===== config.mk =====
export PLATFORM = sky130hd
export DESIGN_NAME = ps2_key_decoder
export DESIGN_NICKNAME = d
export VERILOG_FILES = /design/src/rtl/ps2_pkg.sv /design/src/rtl/ps2_filter.sv /design/src/rtl/ps2_key_decoder.sv
export SDC_FILE = /design/constraint.sdc
export NUM_CORES = 1
export LEC_CHECK = 0
export ABC_AREA = 0
export BUFFER_PORTS_ARGS = -buffer_cell sky130_fd_sc_hd__buf_2
export CORE_ASPECT_RATIO = 2
export CORE_MARGIN = 8
export CORE_UTILIZATION = 35
export DETAILED_ROUTE_END_ITERATION = 6
export PLACE_DENSITY = 0.53
export SETUP_SLACK_MARGIN = 0.5
export SLEW_MARGIN = 20
export SYNTH_ARGS = -nofsm -noshare
export SYNTH_HDL_FRONTEND = slang
export SYNTH_SLANG_ARGS = --single-unit

===== constraint.sdc =====
create_clock -name clk -period 2.31 [get_ports clk]
set_clock_uncertainty 0.05 [all_clocks]
set_input_delay 0.5775 -clock clk [delete_from_list [all_inputs] [get_ports clk]]
set_output_delay 0.5775 -clock clk [all_outputs]
set_load 0.02 [all_outputs]

===== src/rtl/ps2_pkg.sv =====
// Shared constants for the PS/2 keyboard decoder.
//
// Contents:
//   - PREFIX_EXT / PREFIX_BRK : the E0 (extended) and F0 (break) prefix bytes
//   - SC_*                    : the scancodes of the keys we track
//   - KEY_*                   : bit positions of those keys in key_state
//   - MAP_SIZE                : number of entries in the key map
//   - rx_state_t              : receiver FSM state encoding
//   - key_code / key_ext      : key map lookup, index -> (scancode, needs E0)
package ps2_pkg;

    localparam logic [7:0] PREFIX_EXT = 8'hE0;
    localparam logic [7:0] PREFIX_BRK = 8'hF0;

    localparam logic [7:0] SC_W      = 8'h1D;
    localparam logic [7:0] SC_A      = 8'h1C;
    localparam logic [7:0] SC_S      = 8'h1B;
    localparam logic [7:0] SC_D      = 8'h23;
    localparam logic [7:0] SC_UP     = 8'h75;
    localparam logic [7:0] SC_LEFT   = 8'h6B;
    localparam logic [7:0] SC_DOWN   = 8'h72;
    localparam logic [7:0] SC_RIGHT  = 8'h74;
    localparam logic [7:0] SC_SPACE  = 8'h29;
    localparam logic [7:0] SC_ENTER  = 8'h5A;
    localparam logic [7:0] SC_ESC    = 8'h76;
    localparam logic [7:0] SC_R      = 8'h2D;
    localparam logic [7:0] SC_P      = 8'h4D;

    localparam int KEY_W     = 0;
    localparam int KEY_A     = 1;
    localparam int KEY_S     = 2;
    localparam int KEY_D     = 3;
    localparam int KEY_UP    = 4;
    localparam int KEY_LEFT  = 5;
    localparam int KEY_DOWN  = 6;
    localparam int KEY_RIGHT = 7;
    localparam int KEY_SPACE = 8;
    localparam int KEY_ENTER = 9;
    localparam int KEY_ESC   = 10;
    localparam int KEY_R     = 11;
    localparam int KEY_P     = 12;

    localparam int MAP_SIZE = 13;

    typedef enum logic [1:0] {
        ST_IDLE,
        ST_DATA,
        ST_PARITY,
        ST_STOP
    } rx_state_t;

    // Scancode of the key at a given key_state index.
    function automatic logic [7:0] key_code(input int idx);
        case (idx)
            KEY_W:     key_code = SC_W;
            KEY_A:     key_code = SC_A;
            KEY_S:     key_code = SC_S;
            KEY_D:     key_code = SC_D;
            KEY_UP:    key_code = SC_UP;
            KEY_LEFT:  key_code = SC_LEFT;
            KEY_DOWN:  key_code = SC_DOWN;
            KEY_RIGHT: key_code = SC_RIGHT;
            KEY_SPACE: key_code = SC_SPACE;
            KEY_ENTER: key_code = SC_ENTER;
            KEY_ESC:   key_code = SC_ESC;
            KEY_R:     key_code = SC_R;
            KEY_P:     key_code = SC_P;
            default:   key_code = 8'h00;
        endcase
    endfunction

    // Whether the key at a given index is sent with the E0 prefix.
    function automatic logic key_ext(input int idx);
        key_ext = (idx >= KEY_UP) && (idx <= KEY_RIGHT);
    endfunction

endpackage


===== src/rtl/ps2_filter.sv =====
// Synchroniser and glitch filter for one raw PS/2 line.
//
// Ports:
//   clk   : system clock
//   rst   : synchronous active-high reset (line resets to the idle-high level)
//   raw   : asynchronous line from the keyboard
//   level : filtered level; follows raw only after FILTER_LEN consecutive
//           synchronised samples that disagree with the current level
module ps2_filter #(
    parameter int FILTER_LEN = 8
) (
    input  logic clk,
    input  logic rst,
    input  logic raw,
    output logic level
);

    localparam int CNT_W = (FILTER_LEN > 1) ? $clog2(FILTER_LEN) : 1;

    logic             meta;
    logic             sync;
    logic [CNT_W-1:0] run_cnt;

    // Two-flop synchroniser followed by a run-length filter. The counter
    // tracks how many samples in a row differ from the accepted level; any
    // sample agreeing with the accepted level restarts the run.
    always_ff @(posedge clk) begin
        if (rst) begin
            meta    <= 1'b1;
            sync    <= 1'b1;
            level   <= 1'b1;
            run_cnt <= '0;
        end else begin
            meta <= raw;
            sync <= meta;
            if (sync == level) begin
                run_cnt <= '0;
            end else if (run_cnt == CNT_W'(FILTER_LEN - 1)) begin
                level   <= sync;
                run_cnt <= '0;
            end else begin
                run_cnt <= run_cnt + CNT_W'(1);
            end
        end
    end

endmodule


===== src/rtl/ps2_key_decoder.sv =====
// PS/2 keyboard receiver and scancode decoder.
//
// Ports:
//   clk, rst    : clock and synchronous active-high reset
//   ps2_clk     : raw keyboard clock
//   ps2_data    : raw keyboard data
//   key_state   : held pressed (1) / released (0) level per mapped key
//   ev_valid    : one-entry event register holds an event
//   ev_ready    : consumer accepts the held event
//   ev_code     : scancode of the event, prefixes removed
//   ev_ext      : event carried the E0 prefix
//   ev_brk      : event is a key release (F0 prefix)
//   frame_err   : one-cycle pulse on parity/stop error or frame timeout
//   ev_overflow : one-cycle pulse when an event is dropped (register full)
module ps2_key_decoder
    import ps2_pkg::*;
#(
    parameter int FILTER_LEN  = 8,
    parameter int TIMEOUT_CYC = 100000,
    parameter int NUM_KEYS    = 13
) (
    input  logic                clk,
    input  logic                rst,
    input  logic                ps2_clk,
    input  logic                ps2_data,
    output logic [NUM_KEYS-1:0] key_state,
    output logic                ev_valid,
    input  logic                ev_ready,
    output logic [7:0]          ev_code,
    output logic                ev_ext,
    output logic                ev_brk,
    output logic                frame_err,
    output logic                ev_overflow
);

    localparam int TO_W      = $clog2(TIMEOUT_CYC + 1);
    localparam int MAP_LIMIT = (NUM_KEYS < MAP_SIZE) ? NUM_KEYS : MAP_SIZE;

    logic clk_f, data_f, clk_f_prev, strobe;

    rx_state_t        state, state_n;
    logic [7:0]       shift_reg, shift_n;
    logic [2:0]       bit_cnt, bit_cnt_n;
    logic [TO_W-1:0]  to_cnt, to_cnt_n;
    logic             par_ok, par_ok_n;
    logic             byte_valid, byte_valid_n;
    logic             frame_err_n;
    logic             ext_flag, brk_flag;
    logic             is_prefix, ev_form;

    ps2_filter #(.FILTER_LEN(FILTER_LEN)) u_clk_filter (
        .clk   (clk),
        .rst   (rst),
        .raw   (ps2_clk),
        .level (clk_f)
    );

    ps2_filter #(.FILTER_LEN(FILTER_LEN)) u_data_filter (
        .clk   (clk),
        .rst   (rst),
        .raw   (ps2_data),
        .level (data_f)
    );

    // The keyboard changes data while its clock is high, so the filtered
    // clock falling edge is the point where data is sampled.
    assign strobe = clk_f_prev & ~clk_f;

    // Receiver state register. byte_valid and frame_err are registered so the
    // decoder sees the byte the cycle after the stop-bit strobe.
    always_ff @(posedge clk) begin
        if (rst) begin
            clk_f_prev <= 1'b1;
            state      <= ST_IDLE;
            shift_reg  <= '0;
            bit_cnt    <= '0;
            to_cnt     <= '0;
            par_ok     <= 1'b0;
            byte_valid <= 1'b0;
            frame_err  <= 1'b0;
        end else begin
            clk_f_prev <= clk_f;
            state      <= state_n;
            shift_reg  <= shift_n;
            bit_cnt    <= bit_cnt_n;
            to_cnt     <= to_cnt_n;
            par_ok     <= par_ok_n;
            byte_valid <= byte_valid_n;
            frame_err  <= frame_err_n;
        end
    end

    // Frame sequencing. The timeout counter runs only inside a frame and is
    // cleared by every strobe; the parity verdict is stored in PARITY and
    // combined with the stop bit so a frame is judged as a whole in STOP.
    always_comb begin
        state_n      = state;
        shift_n      = shift_reg;
        bit_cnt_n    = bit_cnt;
        to_cnt_n     = to_cnt;
        par_ok_n     = par_ok;
        byte_valid_n = 1'b0;
        frame_err_n  = 1'b0;
        if (state != ST_IDLE) begin
            to_cnt_n = to_cnt + TO_W'(1);
        end
        if (strobe) begin
            to_cnt_n = '0;
            case (state)
                ST_IDLE: begin
                    if (!data_f) begin
                        state_n   = ST_DATA;
                        bit_cnt_n = '0;
                    end
                end
                ST_DATA: begin
                    shift_n   = {data_f, shift_reg[7:1]};
                    bit_cnt_n = bit_cnt + 3'd1;
                    if (bit_cnt == 3'd7) begin
                        state_n = ST_PARITY;
                    end
                end
                ST_PARITY: begin
                    par_ok_n = ^{shift_reg, data_f};
                    state_n  = ST_STOP;
                end
                ST_STOP: begin
                    state_n = ST_IDLE;
                    if (data_f && par_ok) begin
                        byte_valid_n = 1'b1;
                    end else begin
                        frame_err_n = 1'b1;
                    end
                end
                default: state_n = ST_IDLE;
            endcase
        end else if (state != ST_IDLE && to_cnt == TO_W'(TIMEOUT_CYC - 1)) begin
            state_n     = ST_IDLE;
            to_cnt_n    = '0;
            frame_err_n = 1'b1;
        end
    end

    assign is_prefix = (shift_reg == PREFIX_EXT) || (shift_reg == PREFIX_BRK);
    assign ev_form   = byte_valid && !is_prefix;

    // Prefix flags, event register and key levels. A full register that is
    // not being consumed keeps its contents and the new event is dropped,
    // but the key levels still track every event that forms.
    always_ff @(posedge clk) begin
        if (rst) begin
            ext_flag    <= 1'b0;
            brk_flag    <= 1'b0;
            ev_valid    <= 1'b0;
            ev_code     <= '0;
            ev_ext      <= 1'b0;
            ev_brk      <= 1'b0;
            ev_overflow <= 1'b0;
            key_state   <= '0;
        end else begin
            ev_overflow <= 1'b0;
            if (frame_err) begin
                ext_flag <= 1'b0;
                brk_flag <= 1'b0;
            end else if (byte_valid) begin
                if (shift_reg == PREFIX_EXT) begin
                    ext_flag <= 1'b1;
                end else if (shift_reg == PREFIX_BRK) begin
                    brk_flag <= 1'b1;
                end else begin
                    ext_flag <= 1'b0;
                    brk_flag <= 1'b0;
                end
            end

            if (ev_form) begin
                if (!ev_valid || ev_ready) begin
                    ev_valid <= 1'b1;
                    ev_code  <= shift_reg;
                    ev_ext   <= ext_flag;
                    ev_brk   <= brk_flag;
                end else begin
                    ev_overflow <= 1'b1;
                end
            end else if (ev_ready) begin
                ev_valid <= 1'b0;
            end

            for (int i = 0; i < MAP_LIMIT; i++) begin
                if (ev_form && shift_reg == key_code(i) && ext_flag == key_ext(i)) begin
                    key_state[i] <= ~brk_flag;
                end
            end
        end
    end

endmodule


# Word level (Yosys, flattened, before mapping)
# Index checks and enable logic that the tools add are counted.
[totals]
ff_bits = 73
output_inout_bits = 26
n_memories = 0
latch_bits = 0
ram_bits = 0
rom_bits = 0
[classes]
n_bitwise = 10
muxes = 32
eq_ne = 29
n_shift = 0
multipliers = 0
magnitude_cmp = 0
reduce_logical = 55
n_addsub = 4
div = 0
[ops]
columns = ["cell", "n"]
rows = [
  ["8-bit == test", 13],
  ["8-bit 2-to-1 mux", 13],
  ["1-bit logical AND", 29],
  ["17-bit by 1-bit adder with 17-bit output, second input constant", 1],
  ["17-bit == test, second input constant", 1],
  ["8-bit == test, second input constant", 2],
  ["2-bit AND reduction", 8],
  ["1-bit 2-to-1 mux", 12],
  ["3-bit OR reduction", 4],
  ["3-bit by 1-bit adder with 3-bit output, second input constant", 3],
  ["3-bit == test, second input constant", 3],
  ["1-bit NOT", 9],
  ["9-bit parity", 1],
  ["2-bit 2-to-1 mux", 4],
  ["2-bit one-hot mux with 4 select lines", 1],
  ["2-bit nonzero test", 4],
  ["3-bit != test, second input constant", 2],
  ["3-bit one-hot mux with 2 select lines", 1],
  ["3-bit AND reduction", 2],
  ["2-bit == test, second input constant", 2],
  ["2-bit != test, second input constant", 2],
  ["2-bit OR reduction", 2],
  ["3-bit 2-to-1 mux", 1],
  ["1-bit == test", 2],
  ["6 further kinds", 8],
]

# Logic depth before layout (Yosys ltp)
# Gate-level depths: netlist (run 1).
[logic_depth]
ltp_word = 6
ltp_mapped = 8
depth_no_buf = 6

# Cells and area by module
# From an unflattened synthesis (run 1), not the netlist that was laid out.
[hier_totals]
hier_cells = 339
area_unflattened_um2 = 3206.8
[by_module_without_submodules]
columns = ["mod", "n_inst", "cells_per_inst", "area_per_inst_um2", "seq_area_each_um2"]
rows = [
  ["ps2_key_decoder", 1, 307, 2793.9, 1221.2],
  ["ps2_filter", 2, 16, 206.4, 120.1],
]

# Worst setup path after synthesis (run 1)
# No wires, ideal clock.
[synth_path]
path_kind = "flip-flop to flip-flop"
from = "register state[0]"
to = "register to_cnt[2]"
n_path_buf = 2
slack_ns = 0.255
arrival_time_ns = 1.890
path_stages_with_launch = 9
setup_ns = 0.115
path_cell_list = "dfxtp_1 inv_1 ha_1 buf_6 and4b_1 nand4b_1 o41ai_4 buf_4 nor2_1"
[synth_between]
elab_chain_len = 3
[synth_lines]
columns = ["element", "line", "text"]
rows = [
  ["start: declaration", "ps2_key_decoder.sv:41", "rx_state_t state, state_n;"],
  ["start signal: assignment", "ps2_key_decoder.sv:83", "state <= state_n;"],
  ["2-bit nonzero test *", "ps2_key_decoder.sv:104, ps2_key_decoder.sv:137", ""],
  ["1-bit logical AND", "ps2_key_decoder.sv:137", "end else if (state != ST_IDLE && to_cnt == TO_W'(TIMEOUT_CYC - 1)) begin"],
  ["3-bit OR reduction (no source line)", "-", ""],
  ["end signal: assignment", "ps2_key_decoder.sv:86", "to_cnt <= to_cnt_n;"],
  ["end: declaration", "ps2_key_decoder.sv:44", "logic [TO_W-1:0] to_cnt, to_cnt_n;"],
]
# Every way passes the cells marked *; elsewhere a longest branch is shown, timed or not.
# A chain may end at the register's enable or synchronous reset.

# Final worst setup path (run 1)
[layout_path]
from = "register state[1]"
to = "register to_cnt[13]"
# The elaborated chain is that of the path after synthesis.

==> results.md, run 1 <==
* Mean post-synth cell area at 9.64 um2
* Top Registers: to_cnt x17, key_state x13
* Vias per inst at 5.13
* Pwr/cell area at 681 mW/mm2
* Worst setup EP type: flop
* Clock-pin transition on the worst setup and hold timing paths at 0.06 ns
* Seq/Total Area, Yosys at 0.431
* Routed wire per std cell at 14.5 um
* Slew margin rel. at 0.651
* Largest register FFs at 17
* Die area at 0.0133 mm2
* Fraction of post-synthesis cell area in the top cell type by area at 0.431
* Final Instance Area at 0.00415 mm2
* Antenna Diode Count at 0
* Layout Cells excl Fill at 506
* Setup ws final at 0.513 ns
* Synth warn at 0
* Most common cell after layout, fill and taps aside: dfxtp_1
* Primary FF master, synth: dfxtp_1
* Gate power share at 0.015
* Startpoint Class: flop
* GRT Residual Overflow at 0
* Place WS at 0.322 ns
* Final net count at 412
* TritonCTS Buffers at 9
* Setup Viol. Count Final at 0
* Reg2reg setup slack at 0.51 ns
* CTS H-tree lvls at 3
* Total Routed Length at 7340 um
* Max-cap violations at 0
* Hold-fix buffers at CTS at 0
* Fin. Hold Viols at 0
* Measured slew at the worst slew-check pin at 0.523 ns
* Area delta synth->final at 22.2%
* Net Count, Synth at 369
* Post-synthesis cell type count at 50
* Worst IR drop on VDD at 484 uV
* DR pass1 iterations at 4
* Seq pwr share at 0.447
* Starting Density at 0.355
* Hpwl dp at 4890 um
* Critical path fanouts, max at 4
* Starting DRT DRC Count at 99
* Int Pwr at 2.26 mW
* GR Util met2 at 0.194
* Cells after Synth at 352
* CP required at 2.48 ns
* Vias in the first global route at 2688
* Final Max Tran Viols at 0
* Maximum root-to-sink buffer count at 2
* Met1 GRT Util at 0.135
* Cell accounting for the most synthesized area: dfxtp_1
* Register name with the most flops: to_cnt
* Critical Path Max Stage Delay at 0.35 ns
* Die Wd at 85.6 um
* CTS tree: yes
* Asr flop ratio synth at 0
* Leak at 1.87 nW
* # clock sinks at 73
* Highest-delay cell along the critical path: dfxtp_2
* CP cell instances: inv_4, ha_4, and4b_1, nand4b_1, o41ai_4, buf_4, a21oi_1
* Area contributors post-synth: dfxtp_1 (43%), mux2i_1 (9.4%), nor2_1 (5.5%)
* Crit path DAT at 1.97 ns
* Largest net degree at the start of global routing at 34
* GRT Max-Usage Layer: met2
* Final min period at 1.80 ns
* Ports at 31
* Status: complete, no violations
* Final Wtd Congestion at 0.785
* First-pass GRT wire length at 12600 um
* Via count at 2597
* Row count at 51
* Critical path class: reg -> reg
* Setup TNS at 0 ns
* Tightest Hold Check Type: reg -> reg
* Antenna Nets Post-Route at 0
* Period utilization at 0.778
* DRC violations left at 0
* Post-synth EDFFs at 0
* Finished Core Util at 0.433
* RSZ-0062 raised after global routing: true
* Initial antenna violation count at 0
* Die height at 155 um
* Commonest non-fill, non-tap cells in the layout: dfxtp_1 (68), nor2_1 (44), mux2i_1 (32)
* # fillers at 931
* CTS root buffer: clkbuf_16
* Post-Synthesis Cell Area at 0.00339 mm2
* Switching part of the total power at 0.201
* Post-synthesis register bit count at 73
* Layout cells sized above 1 at 0.270
* Worst-Skew Late Latency at 0.34 ns
* Clock power frac at 0.537
* Placed cells at 471
* Gr usage total at 0.118
* Dpl cell area at 0.00359 mm2
* FMAX at 556 MHz
* PortBufs at 30
* Switch Pwr at 0.569 mW
* Met3 Use GR at 0.0328
* Core area at 0.00957 mm2
-- through the flow --
step                hold slack [ns]  power [mW]
floorplan                     0.339        1.32
global placement              0.345        1.33
detailed placement            0.344        1.33
CTS                           0.356        2.87
global route                  0.373        2.92
finish                        0.355        2.82
-- Yosys cell counts (all sizes together) (4+ instances only) --
library cell and number:
dfxtp 73, nor2 50, mux2i 32, nand2 18, a21oi 13, clkbuf 13, buf 12, ha 12
nand3 11, nand4 11, xor2 11, nor2b 8, o21ai 8, xnor2 7, and2 5, or2 5
and4b 4, inv 4, nand4b 4, nor3 4
-- worst max-delay path, delay by kind of cell, from the launching register on --
family	cells	cell delay, ns
and+or+nand+nor	2	0.47
buffers and inverters	2	0.26
AOI/OAI and AO/OA	2	0.38
adders and majority gates	1	0.16
DFF	1	0.35
-- final timing paths --
kind,from,end,depth (start not counted)
hold reg to reg,u_clk_filter.meta$_SDFF_PP1_,u_clk_filter.sync$_SDFF_PP1_,1
setup / recovery,state[1]$_SDFFE_PP0P_,to_cnt[13]$_SDFFE_PP0P_,7
setup reg to reg,state[1]$_SDFFE_PP0P_,to_cnt[13]$_SDFFE_PP0P_,7
hold / removal,u_clk_filter.meta$_SDFF_PP1_,u_clk_filter.sync$_SDFF_PP1_,1
-- repair_timing --
item / 4_1_cts / 5_1_grt
gates resized for setup: 11 / 19
endpoints found under the setup margin: 27 / 34
pin swaps: 3 / 4
buffers inserted: 10 / 6
cloned: 3 / 0
-- power by group through the flow --
stage / Combinational [mW] / Clock (mW) / Sequential (mW)
2_1_floorplan: 0.0284 / 0 / 1.29
3_3_place_gp: 0.0367 / 0 / 1.29
3_5_place_dp: 0.0375 / 0 / 1.29
4_1_cts: 0.0428 / 1.56 / 1.26
5_1_grt: 0.0487 / 1.61 / 1.26
6_report: 0.0435 / 1.52 / 1.26
-- cells by family after synthesis --
kind of cell	count (synthesis)	synth area share
muxes	32	0.0944
and+or+nand+nor	152	0.248
DFF	73	0.431
buffers and inverters	29	0.0560
AOI/OAI and AO/OA	35	0.0741
xor gates and xnor gates	19	0.0531
adders and majority gates	12	0.0442
-- layer usage --
metal	up-vias	wire length, um
met3	11	295
met1	1217	3310
met4	0	146
met2	45	3590
met5	-	0
li1	1324	-
-- cell type report --
class	instances	area (um2)	share of cell area
Clock buffer	10	239	0.0576
Clock inverter	6	90.1	0.0217
Inverter	4	20.0	0.00483
Multi-Input combinational cell	250	1810	0.437
Sequential cell	73	1470	0.355
Tap cell	106	133	0.0320
Timing Repair Buffer	57	380	0.0917
Power figures use the tool's default switching activity.
==> run 2, diff against run 1 <==
Settings changed: PLACE_DENSITY 0.53 to 0.55.
Clock period 2.31 ns to 1.4 ns, I/O delays scaled along.
==> results.md, run 2 (synthesis results as in run 1) <==
* RSZ-0062 raised after global routing: true
* Vias in the first global route at 3091 (+15%)
* Final Wtd Congestion at 0.864 (+10%)
* Gr usage total at 0.132 (+0.0145)
* Slew margin rel. at 0.762 (+0.111)
* PortBufs at 30 (unchanged)
* Status: complete, but fails checks
* FMAX at 544 MHz (-2.2%)
* WHS Path Cells at 2 (+1)
* Critical path class: reg -> reg
* First-pass GRT wire length at 14000 um (+11%)
* Clock-pin transition on the worst setup and hold timing paths at 0.06 ns (about the same)
* CP required at 1.62 ns (-0.86 ns)
* Failing checks: setup timing
* Placed cells at 523 (+11%)
* Fin. Hold Viols at 0 (unchanged)
* Final net count at 489 (+19%)
* Tightest Hold Check Type: in -> reg
* Pwr/cell area at 861 mW/mm2 (+26%)
* Crit path DAT at 2.06 ns (+0.09 ns)
* Worst setup EP type: flop
* Via count at 3008 (+16%)
* Core area at 0.00957 mm2 (unchanged)
* Starting DRT DRC Count at 98 (-1.0%)
* Area delta synth->final at 59.9%
* Reg2reg path depth at 7 (unchanged)
* CTS H-tree lvls at 3 (unchanged)
* Antenna Diode Count at 0 (unchanged)
* CP bufs+invs at 2 (unchanged)
* Most common cell after layout, fill and taps aside: buf_4
* Final min period at 1.84 ns (+0.0407 ns)
* Hold Slack at 0.158 ns (-0.197 ns)
* Commonest non-fill, non-tap cells in the layout: buf_4 (74), buf_6 (51), nor2_1 (43), dfxtp_2 (43), mux2i_1 (32)
* Layout cells sized above 1 at 0.558 (+0.288)
* # clock sinks at 73 (unchanged)
* Layout Cells excl Fill at 583 (+15%)
* Critical path depth at 7 (unchanged)
* Worst-Skew Late Latency at 0.34 ns (about the same)
* CTS root buffer: clkbuf_16
* Row count at 51 (unchanged)
* Finished Core Util at 0.567 (+0.134)
* Max-cap violations at 0 (unchanged)
* DRC violations left at 0 (unchanged)
* TritonCTS Buffers at 9 (unchanged)
* Vias per inst at 5.16 (+0.53%)
* Place WS at -0.399 ns (-0.721 ns)
* Die height at 155 um (unchanged)
* Ports at 31 (unchanged)
* Starting Density at 0.355 (unchanged)
* CTS tree: yes
* Register name with the most flops: to_cnt
* Total Routed Length at 8760 um (+19%)
* Largest register FFs at 17 (unchanged)
* Worst IR drop on VDD at 696 uV (+44%)
* Critical Path Max Stage Delay at 0.44 ns (+0.09 ns)
* Initial antenna violation count at 0 (unchanged)
* Maximum root-to-sink buffer count at 2 (unchanged)
* Routed wire per std cell at 15.0 um (+3.6%)
* Measured slew at the worst slew-check pin at 0.356 ns (-0.166 ns)
* Final Max Tran Viols at 0 (unchanged)
* Period utilization at 1.31 (+0.535)
* Die area at 0.0133 mm2 (unchanged)
* Hold-fix buffers at CTS at 0 (unchanged)
* Startpoint Class: flop
* Critical path fanouts, max at 4 (unchanged)
* Largest net degree at the start of global routing at 47 (+38%)
* GRT Residual Overflow at 0 (unchanged)
* Setup ws final at -0.438 ns (-0.951 ns)
* CP cell instances: inv_2, ha_4, and4b_1, buf_4, nand4_1, or3_1, a21oi_2
* DR pass1 iterations at 4 (unchanged)
* Setup Viol. Count Final at 47 (+47)
* Leak at 2.35 nW (+26%)
* Hpwl dp at 5620 um (+15%)
* Top Registers: to_cnt x17, key_state x13
* Die Wd at 85.6 um (unchanged)
* CP top delay family: simple AND/OR/NAND/NOR gates
* Highest-delay cell along the critical path: or3_1
* Antenna Nets Post-Route at 0 (unchanged)
[run 2: worst paths after layout]
path                                start                             to  slack, ns
min                              ps2_data  u_data_filter.meta$_SDFF_PP1_       0.16
max reg2reg         state[1]$_SDFFE_PP0P_        to_cnt[16]$_SDFFE_PP0P_      -0.44
min reg2reg  u_clk_filter.meta$_SDFF_PP1_   u_clk_filter.sync$_SDFF_PP1_       0.38
max                 state[1]$_SDFFE_PP0P_        to_cnt[16]$_SDFFE_PP0P_      -0.44
[run 2: stage by stage]
| stage | power (mW) | TNS [ns] | area [um2] |
|---|---|---|---|
| after global placement | 2.21 | -9.24 | 4180 |
| after floorplan | 2.19 | -13.30 | 3640 |
| final | 4.67 | -14.57 | 5430 |
| after detailed placement | 2.21 | -11.72 | 4180 |
| after CTS | 4.72 | -11.17 | 5140 |
| after global routing | 4.84 | -18.16 | 5430 |
[run 2: area by class of cell]
| cell class | instances | area [um2] |
|---|---|---|
| clock buffers | 9 | 225 |
| fillers | 778 | 4140 |
| inverters | 4 | 15.0 |
| multi-input cells | 250 | 2180 |
| repair buffers | 134 | 1240 |
| well taps | 106 | 133 |
| flip-flops and latches | 73 | 1530 |
| clock inverters | 7 | 101 |
[run 2: layer usage]
metal,track usage,wire length (um),vias up
li1,-,-,1472
met1,0.140,3700,1466
met2,0.228,4550,46
met3,0.0370,265,24
met4,0.0732,257,0
met5,0,0,-
[run 2: what timing repair did]
action,in CTS,in global routing
pin swaps,39,26
endpoints found under the setup margin,94,94
setup buffers,30,14
resized for setup,136,42
[run 2: power by group]
group	switching [mW]	internal, mW
clock network	0.922	1.57
logic	0.0546	0.0398
registers	0.00604	2.08
total	0.983	3.69
